`src/rtl/program_counter_pkg.sv`:
```
// Shared datapath constants for the 16-bit core: PC width, instruction size, reset vector.
// Combinational helper only; no state, no latency, no flow control.
package program_counter_pkg;
   localparam int               PC_WIDTH     = 16;
   localparam int               INSTR_BYTES  = 2;
   localparam logic [15:0]      RESET_VECTOR = 16'h0000;

   // Registered result of one PC update: next address plus overflow indication.
   typedef struct packed {
      logic                     wrap;
      logic [PC_WIDTH-1:0]      pc;
   } pcUpdate_t;

   function automatic pcUpdate_t makePcUpdate(input logic [PC_WIDTH-1:0] pc, input logic wrap);
      pcUpdate_t u;
      u.pc   = pc;
      u.wrap = wrap;
      return u;
   endfunction
endpackage

```
`src/rtl/program_counter_pc_adder.sv`:
```
// Unsigned WIDTH-bit adder with carry-out; reusable for branch-target computation.
// Latency: purely combinational.
// Backpressure: none, no handshake.
module program_counter_pc_adder #(
   parameter int WIDTH = 16
) (
   input  logic [WIDTH-1:0] a,
   input  logic [WIDTH-1:0] b,
   output logic [WIDTH-1:0] sum,
   output logic             carryOut
);
   assign {carryOut, sum} = {1'b0, a} + {1'b0, b};
endmodule

```
`src/rtl/program_counter.sv`:
```
// Registered PC update: newPC = oldPC + INC (mod 2^WIDTH), carry reported on pc_wrap.
// Latency: 1 cycle from oldPC sample to newPC; synchronous active-high reset wins.
// Backpressure: none; stalls are handled upstream by feeding back the held PC.
module program_counter
   import program_counter_pkg::*;
#(
   parameter int               WIDTH     = PC_WIDTH,
   parameter int               INC       = INSTR_BYTES,
   parameter logic [WIDTH-1:0] RESET_VEC = WIDTH'(RESET_VECTOR)
) (
   input  logic             clk,
   input  logic             reset,
   input  logic [WIDTH-1:0] oldPC,
   output logic [WIDTH-1:0] newPC,
   output logic             pc_wrap
);
   localparam logic [WIDTH-1:0] INC_W = WIDTH'(INC);

   logic [WIDTH-1:0] nextPc;
   logic             nextCarry;

   program_counter_pc_adder #(.WIDTH(WIDTH)) uAdder (
      .a        (oldPC),
      .b        (INC_W),
      .sum      (nextPc),
      .carryOut (nextCarry)
   );

   always_ff @(posedge clk) begin
      if (reset) begin
         newPC   <= RESET_VEC;
         pc_wrap <= 1'b0;
      end else begin
         newPC   <= nextPc;
         pc_wrap <= nextCarry;
      end
   end
endmodule

```
`config.mk`:
```
export PLATFORM = sky130hd
export DESIGN_NAME = program_counter
export DESIGN_NICKNAME = d
export VERILOG_FILES = /design/src/rtl/program_counter_pkg.sv /design/src/rtl/program_counter_pc_adder.sv /design/src/rtl/program_counter.sv
export SDC_FILE = /design/constraint.sdc
export NUM_CORES = 1
export LEC_CHECK = 0
export CORE_ASPECT_RATIO = 0.8
export CORE_MARGIN = 4
export CORE_UTILIZATION = 35
export CTS_CLUSTER_DIAMETER = 80
export DETAILED_ROUTE_END_ITERATION = 6
export GPL_ROUTABILITY_DRIVEN = 0
export GPL_TIMING_DRIVEN = 0
export PLACE_DENSITY = 0.81
export SYNTH_ARGS = -nofsm -noshare
export SYNTH_HDL_FRONTEND = slang
export SYNTH_SLANG_ARGS = --single-unit
export TNS_END_PERCENT = 50
```
`constraint.sdc`:
```
create_clock -name clk -period 1.6 [get_ports clk]
set_clock_uncertainty 0.15 [all_clocks]
set_input_delay 0.32 -clock clk [delete_from_list [all_inputs] [get_ports clk]]
set_output_delay 0.32 -clock clk [all_outputs]
set_load 0.005 [all_outputs]
```
==> results.sh, run 1 <==
export IMPL_critical_path_peak_fanout=5
export IMPL_synthDistinctLibCells=24
export IMPL_postSynthNetCount=100
export IMPL_std_cell_rows=14
export IMPL_clk_transition_reported_paths_ps=80
export IMPL_synth_simple_gate_area_share_pct=31.0
export IMPL_vias_per_cell=5.13
export IMPL_commonest_non_fill_non_tap_cells_in_the_layout="17 x dlymetal6s2s_1, 14 x dfxtp_1, 9 x dlygate4sd2_1"
export IMPL_finalCoreUtilization_pct=61.9
export IMPL_path_category_of_the_worst_min_delay_check="primary input to flop"
export IMPL_worstSetupEndpointType="flop"
export IMPL_count_of_hold_fix_buffers_inserted_at_cts=0
export IMPL_grt_first_pass_wirelength_mm=3.17
export IMPL_grt_pass1_vias=687
export IMPL_multiInputGateArea_um2=403
export IMPL_final_antenna_net_count=0
export IMPL_period_minus_slack_ps=1520
export IMPL_synth_area_per_cell_um2=9.11
export IMPL_post_synth_instance_area_um2=738
export IMPL_floorplan_die_area_um2=2910
export IMPL_synthesis_instances=81
export IMPL_place_detailed_hpwl_mm=1.40
export IMPL_postSynthRegisterBits=17
export IMPL_gr_usage_all_layers_pct=14.1
export IMPL_std_cell_core_area_um2=1940
export IMPL_antenna_diode_count=0
export IMPL_area_growth_syn_to_layout_pct=63.1
export IMPL_layout_cells_most_common="dlymetal6s2s_1"
export IMPL_main_combinational_cell_family_by_area_after_synthesis="simple AND/OR/NAND/NOR gates"
export IMPL_outcome="finished clean"
export IMPL_max_cap_viol_count=0
export IMPL_tritoncts_num_buffers=3
export IMPL_synth_compound_area_share_pct=9.15
export IMPL_critPathLaunchType="primary input"
export IMPL_p_leak_nw=0.676
export IMPL_timing_critical_path_buf_inv=1
export IMPL_initialDrtViolationCount=16
export IMPL_layout_drive_gt1_share_pct=19.7
export IMPL_synthAdderAreaFrac_pct=1.69
export IMPL_drc=0
export IMPL_cts_htree_levels=1
export IMPL_layout_nets=142
export IMPL_area_sequential_um2=344
export IMPL_avgRoutedWirePerCell_um=14.1
export IMPL_root_buffer="clkbuf_4"
export IMPL_num_vias=749
export IMPL_powerDensity_nw_per_um2=696
export IMPL_drt_pass1_iterations=4
export IMPL_finish_cell_count_without_fillers=146
export IMPL_synthMuxAreaShare_pct=5.93
export IMPL_critPathSlowestCell="mux2_2"
export IMPL_path_delay_family="simple AND/OR/NAND/NOR gates"
export IMPL_max_clock_path_buffers=2
export IMPL_die_h_um=49.1
export IMPL_initial_utilization_pct=38.0
export IMPL_hold_path_depth=2
export IMPL_cts_tree="done"
export IMPL_pin_count_of_the_biggest_net_entering_global_routing=11
export IMPL_crit_path_cell_trace="dlygate4sd2_1, nand4_1, nor4_2, mux2_2"
export IMPL_i_o_buffers=34
export IMPL_ir_worst_vdd_mv=0.483
export IMPL_critical_path_arrival_ps=1550
export IMPL_worst_hold_startpoint="oldPC[1]"
export IMPL_layout_worst_path_cycle_share_pct=94.7
export IMPL_ys_warnings_count=0
export IMPL_whs_endpoint="newPC[1]$_SDFF_PP0_"
export IMPL_seq_area_frac_synth_pct=46.1
export IMPL_clock_sinks=17
export IMPL_finalWirelength_mm=2.05
export IMPL_max_clock_freq_mhz=660
export IMPL_synthXorXnorAreaFrac_pct=3.56
export IMPL_worstMarginPinSlew_ps=386
export IMPL_setup_viol_count_final=0
export IMPL_overflow=0
export IMPL_final_max_slew_viol_count=0
export IMPL_fillers=164
export IMPL_ioPinCount=35
export IMPL_hold_viol_final=0
export IMPL_timing_slew_headroom_pct=74.2
export IMPL_antenna_found_initial=0
export IMPL_timing_setup_critical_path_class="primary input to flop"
export IMPL_dp_cells=139
export IMPL_fp_dieW_um=59.3
export IMPL_crit_cells=4
export IMPL_timing_critical_path_required_ps=1630
export IMPL_critical_path_max_stage_delay_ps=360
## power breakdown
part / switching [mW] / internal [mW]
clock: 0.133 / 0.0931
combinational: 0.0740 / 0.0855
sequential: 0.00531 / 0.448
## metrics by stage
stage | TNS, ps | setup slack [ps] | total power [mW] | instance area, µm² | hold slack [ps]
after floorplan | 0 | 61.4 | 0.514 | 738 | 242
after global placement | -6130 | -628 | 0.626 | 1110 | 733
after detailed placement | -6380 | -629 | 0.630 | 1110 | 742
after CTS | 0 | 2.21 | 0.851 | 1150 | 317
after global routing | -4.46 | -4.46 | 0.889 | 1200 | 136
final | 0 | 84.4 | 0.838 | 1200 | 143
## registers in the layout, indices dropped and copies added, names as in the netlist
signal / flops
newPC: 16
pc_wrap: 1
## how the worst max path moves through the flow
stage                         startpoint                    to  slack [ps]
finish                          oldPC[4]  newPC[14]$_SDFF_PP0_          80
global route                       reset   newPC[3]$_SDFF_PP0_          -4
CTS                 newPC[12]$_SDFF_PP0_             newPC[12]           2
detailed placement              oldPC[1]  newPC[13]$_SDFF_PP0_        -630
global placement                oldPC[1]  newPC[13]$_SDFF_PP0_        -630
floorplan                       oldPC[1]  newPC[11]$_SDFF_PP0_          60
## timing repair
action                     in CTS  in global routing
gates resized for setup        15                 29
pin swaps                       5                  2
setup endpoints to repair      10                 29
setup buffers                   2                  1
## synth_stat cells
library cell | count | area [µm²]
dfxtp_1 | 17 | 340
nor2_1 | 7 | 26.3
a21oi_1 | 6 | 30.0
nor2b_1 | 6 | 37.5
nand3_1 | 5 | 25.0
nand2_1 | 4 | 15.0
inv_1 | 3 | 11.3
mux2_2 | 3 | 33.8
nand4_1 | 3 | 18.8
nor4_1 | 3 | 18.8
o21ai_0 | 3 | 15.0
o31ai_1 | 3 | 22.5
or4_1 | 3 | 22.5
clkbuf_1 | 2 | 7.51
nor3_1 | 2 | 10.0
or3_2 | 2 | 15.0
xor2_1 | 2 | 17.5
ha_1 | 1 | 12.5
mux2i_1 | 1 | 10.0
nand2b_1 | 1 | 6.26
nand4_4 | 1 | 21.3
or2_2 | 1 | 6.26
or3_1 | 1 | 6.26
xnor2_1 | 1 | 8.76
## final cells by class
| class | instances | area share (%) |
|---|---|---|
| multi-input cells | 59 | 33.5 |
| flip-flops and latches | 17 | 28.6 |
| well taps | 24 | 2.49 |
| clock inverters | 1 | 0.416 |
| repair buffers | 37 | 31.5 |
| inverters | 3 | 0.936 |
| plain buffers | 2 | 0.728 |
| clock buffers | 3 | 1.87 |
## logic make-up after synthesis
kind of cell    Yosys count
compound gates           12
fa+ha+maj                 1
flops                    17
buf+inv                   5
simple gates             39
xor+xnor                  3
mux                       4
## metal layers
layer	up-vias	global-route usage, %	part of all wire, %
li1	371	-	-
met1	343	16.3	36
met2	31	24.4	55
met3	4	4.76	6.4
met4	0	3.40	1.8
met5	-	0	0
No activity file was read; power rests on OpenSTA's default activity.
==> inputs of run 2 (changes only) <==
Settings changed: CAP_MARGIN set to 40, GPL_ROUTABILITY_DRIVEN 0 to not set, PLACE_DENSITY 0.81 to 0.73.
==> results.sh, run 2 (same netlist as run 1, synthesis figures left out) <==
export IMPL_outcome="finished clean"
export IMPL_num_vias=728
export IMPL_hold_viol_final=0
export IMPL_antenna_diode_count=0
export IMPL_antenna_found_initial=0
export IMPL_timing_critical_path_buf_inv=1
export IMPL_worstSetupEndpointType="primary output"
export IMPL_setup_slack_ps=39.6
export IMPL_period_minus_slack_ps=1560
export IMPL_top_regs="newPC x16, pc_wrap x1"
export IMPL_timing_critical_path_required_ps=1130
export IMPL_finalHoldWorstSlack_ps=151
export IMPL_worst_hold_startpoint="oldPC[1]"
export IMPL_clock_sinks=17
export IMPL_tns_ps=0
export IMPL_vias_per_cell=5.02
export IMPL_clk_transition_reported_paths_ps=90
export IMPL_critical_path_arrival_ps=1090
export IMPL_layout_worst_path_cycle_share_pct=97.5
export IMPL_critical_path_max_stage_delay_ps=500
export IMPL_worstMarginPinSlew_ps=372
export IMPL_floorplan_die_area_um2=2910
export IMPL_drt_pass1_iterations=4
export IMPL_gr_usage_all_layers_pct=13.3
export IMPL_place_detailed_hpwl_mm=1.35
export IMPL_std_cell_core_area_um2=1940
export IMPL_grt_setup_unrepaired="yes"
export IMPL_std_cell_rows=14
export IMPL_hold_path_depth=2
export IMPL_ir_worst_vdd_mv=0.590
export IMPL_ioPinCount=35
export IMPL_root_buffer="clkbuf_4"
export IMPL_multiInputGateArea_um2=398
export IMPL_layout_drive_gt1_share_pct=15.7
export IMPL_rd_place_congestion=0.808
export IMPL_crit_path_cell_trace="clkdlybuf4s50_1"
export IMPL_commonest_non_fill_non_tap_cells_in_the_layout="15 x dlymetal6s2s_1, 15 x dfxtp_1, 8 x clkdlybuf4s50_1, 8 x dlygate4sd2_1, 7 x nor2_1"
export IMPL_finalWirelength_mm=1.91
export IMPL_fp_dieW_um=59.3
export IMPL_powerDensity_nw_per_um2=698
export IMPL_max_cap_viol_count=0
export IMPL_count_of_hold_fix_buffers_inserted_at_cts=0
export IMPL_path_delay_family="buffers and inverters"
export IMPL_placement_setup_worst_slack_ps=-652
export IMPL_cts_tree="done"
export IMPL_critPathLaunchType="flop"
export IMPL_layout_nets=141
export IMPL_tritoncts_num_buffers=3
export IMPL_grt_first_pass_wirelength_mm=2.99
export IMPL_cts_htree_levels=1
export IMPL_i_o_buffers=34
export IMPL_fillers=170
export IMPL_finish_cell_count_without_fillers=145
export IMPL_initialDrtViolationCount=18
export IMPL_critical_path_peak_fanout=1
export IMPL_avgRoutedWirePerCell_um=13.2
export IMPL_area_growth_syn_to_layout_pct=61.2
export IMPL_dp_cells=139
export IMPL_critPathSlowestCell="clkdlybuf4s50_1"
export IMPL_initial_utilization_pct=38.0
export IMPL_die_h_um=49.1
export IMPL_final_max_slew_viol_count=0
export IMPL_max_flop_register="newPC"
export IMPL_drc=0
export IMPL_area_sequential_um2=343
export IMPL_largest_register_ffs=16
export IMPL_final_antenna_net_count=0
export IMPL_timing_slew_headroom_pct=75.2
export IMPL_p_leak_nw=0.637
export IMPL_setup_viol_count_final=0
export IMPL_timing_setup_critical_path_class="flop to primary output"
export IMPL_max_clock_freq_mhz=641
export IMPL_overflow=0
export IMPL_path_category_of_the_worst_min_delay_check="primary input to flop"
export IMPL_grt_pass1_vias=655
export IMPL_whs_endpoint="newPC[1]$_SDFF_PP0_"
export IMPL_max_clock_path_buffers=2
export IMPL_pin_count_of_the_biggest_net_entering_global_routing=11
run 2: worst max path at each step:
| stage | from | to | cells past startpoint |
|---|---|---|---|
| finish | newPC[10]$_SDFF_PP0_ | newPC[10] | 1 |
| global route | oldPC[4] | newPC[14]$_SDFF_PP0_ | 4 |
| CTS | oldPC[2] | newPC[11]$_SDFF_PP0_ | 5 |
| detailed placement | oldPC[1] | newPC[11]$_SDFF_PP0_ | 5 |
| global placement | oldPC[1] | newPC[13]$_SDFF_PP0_ | 5 |
| floorplan | oldPC[1] | newPC[11]$_SDFF_PP0_ | 4 |
run 2: final cells by class:
class	count	area share, %
Multi-Input combinational cell	59	33.4
Timing Repair Buffer	36	31.3
Sequential cell	17	28.8
Tap cell	24	2.52
Clock buffer	4	2.21
Inverter	3	0.946
Buffer	2	0.736
run 2: where the power goes:
part | switching (mW) | internal [mW]
combinational | 0.0717 | 0.0871
sequential | 0.00463 | 0.447
clock | 0.123 | 0.0969
run 2: metrics by stage:
| stage | total power [mW] | util (%) | instance area (µm²) |
|---|---|---|---|
| after floorplan | 0.514 | - | 738 |
| after global placement | 0.627 | 57.0 | 1110 |
| after detailed placement | 0.630 | 57.0 | 1110 |
| after CTS | 0.848 | 59.2 | 1150 |
| after global routing | 0.881 | 61.2 | 1190 |
| final | 0.830 | 61.2 | 1190 |
run 2: what timing repair did:
action,4_1_cts,5_1_grt
buffers inserted,2,0
pin swaps,4,1
gates resized for setup,15,22
endpoints found under the setup margin,11,18
hold endpoints to repair,0,0
run 2: routing by layer:
metal / GRT usage (%) / part of all wire (%)
met1: 15.3 / 42
met2: 22.2 / 49
met3: 4.50 / 7.9
met4: 4.91 / 1.6
met5: 0 / 0
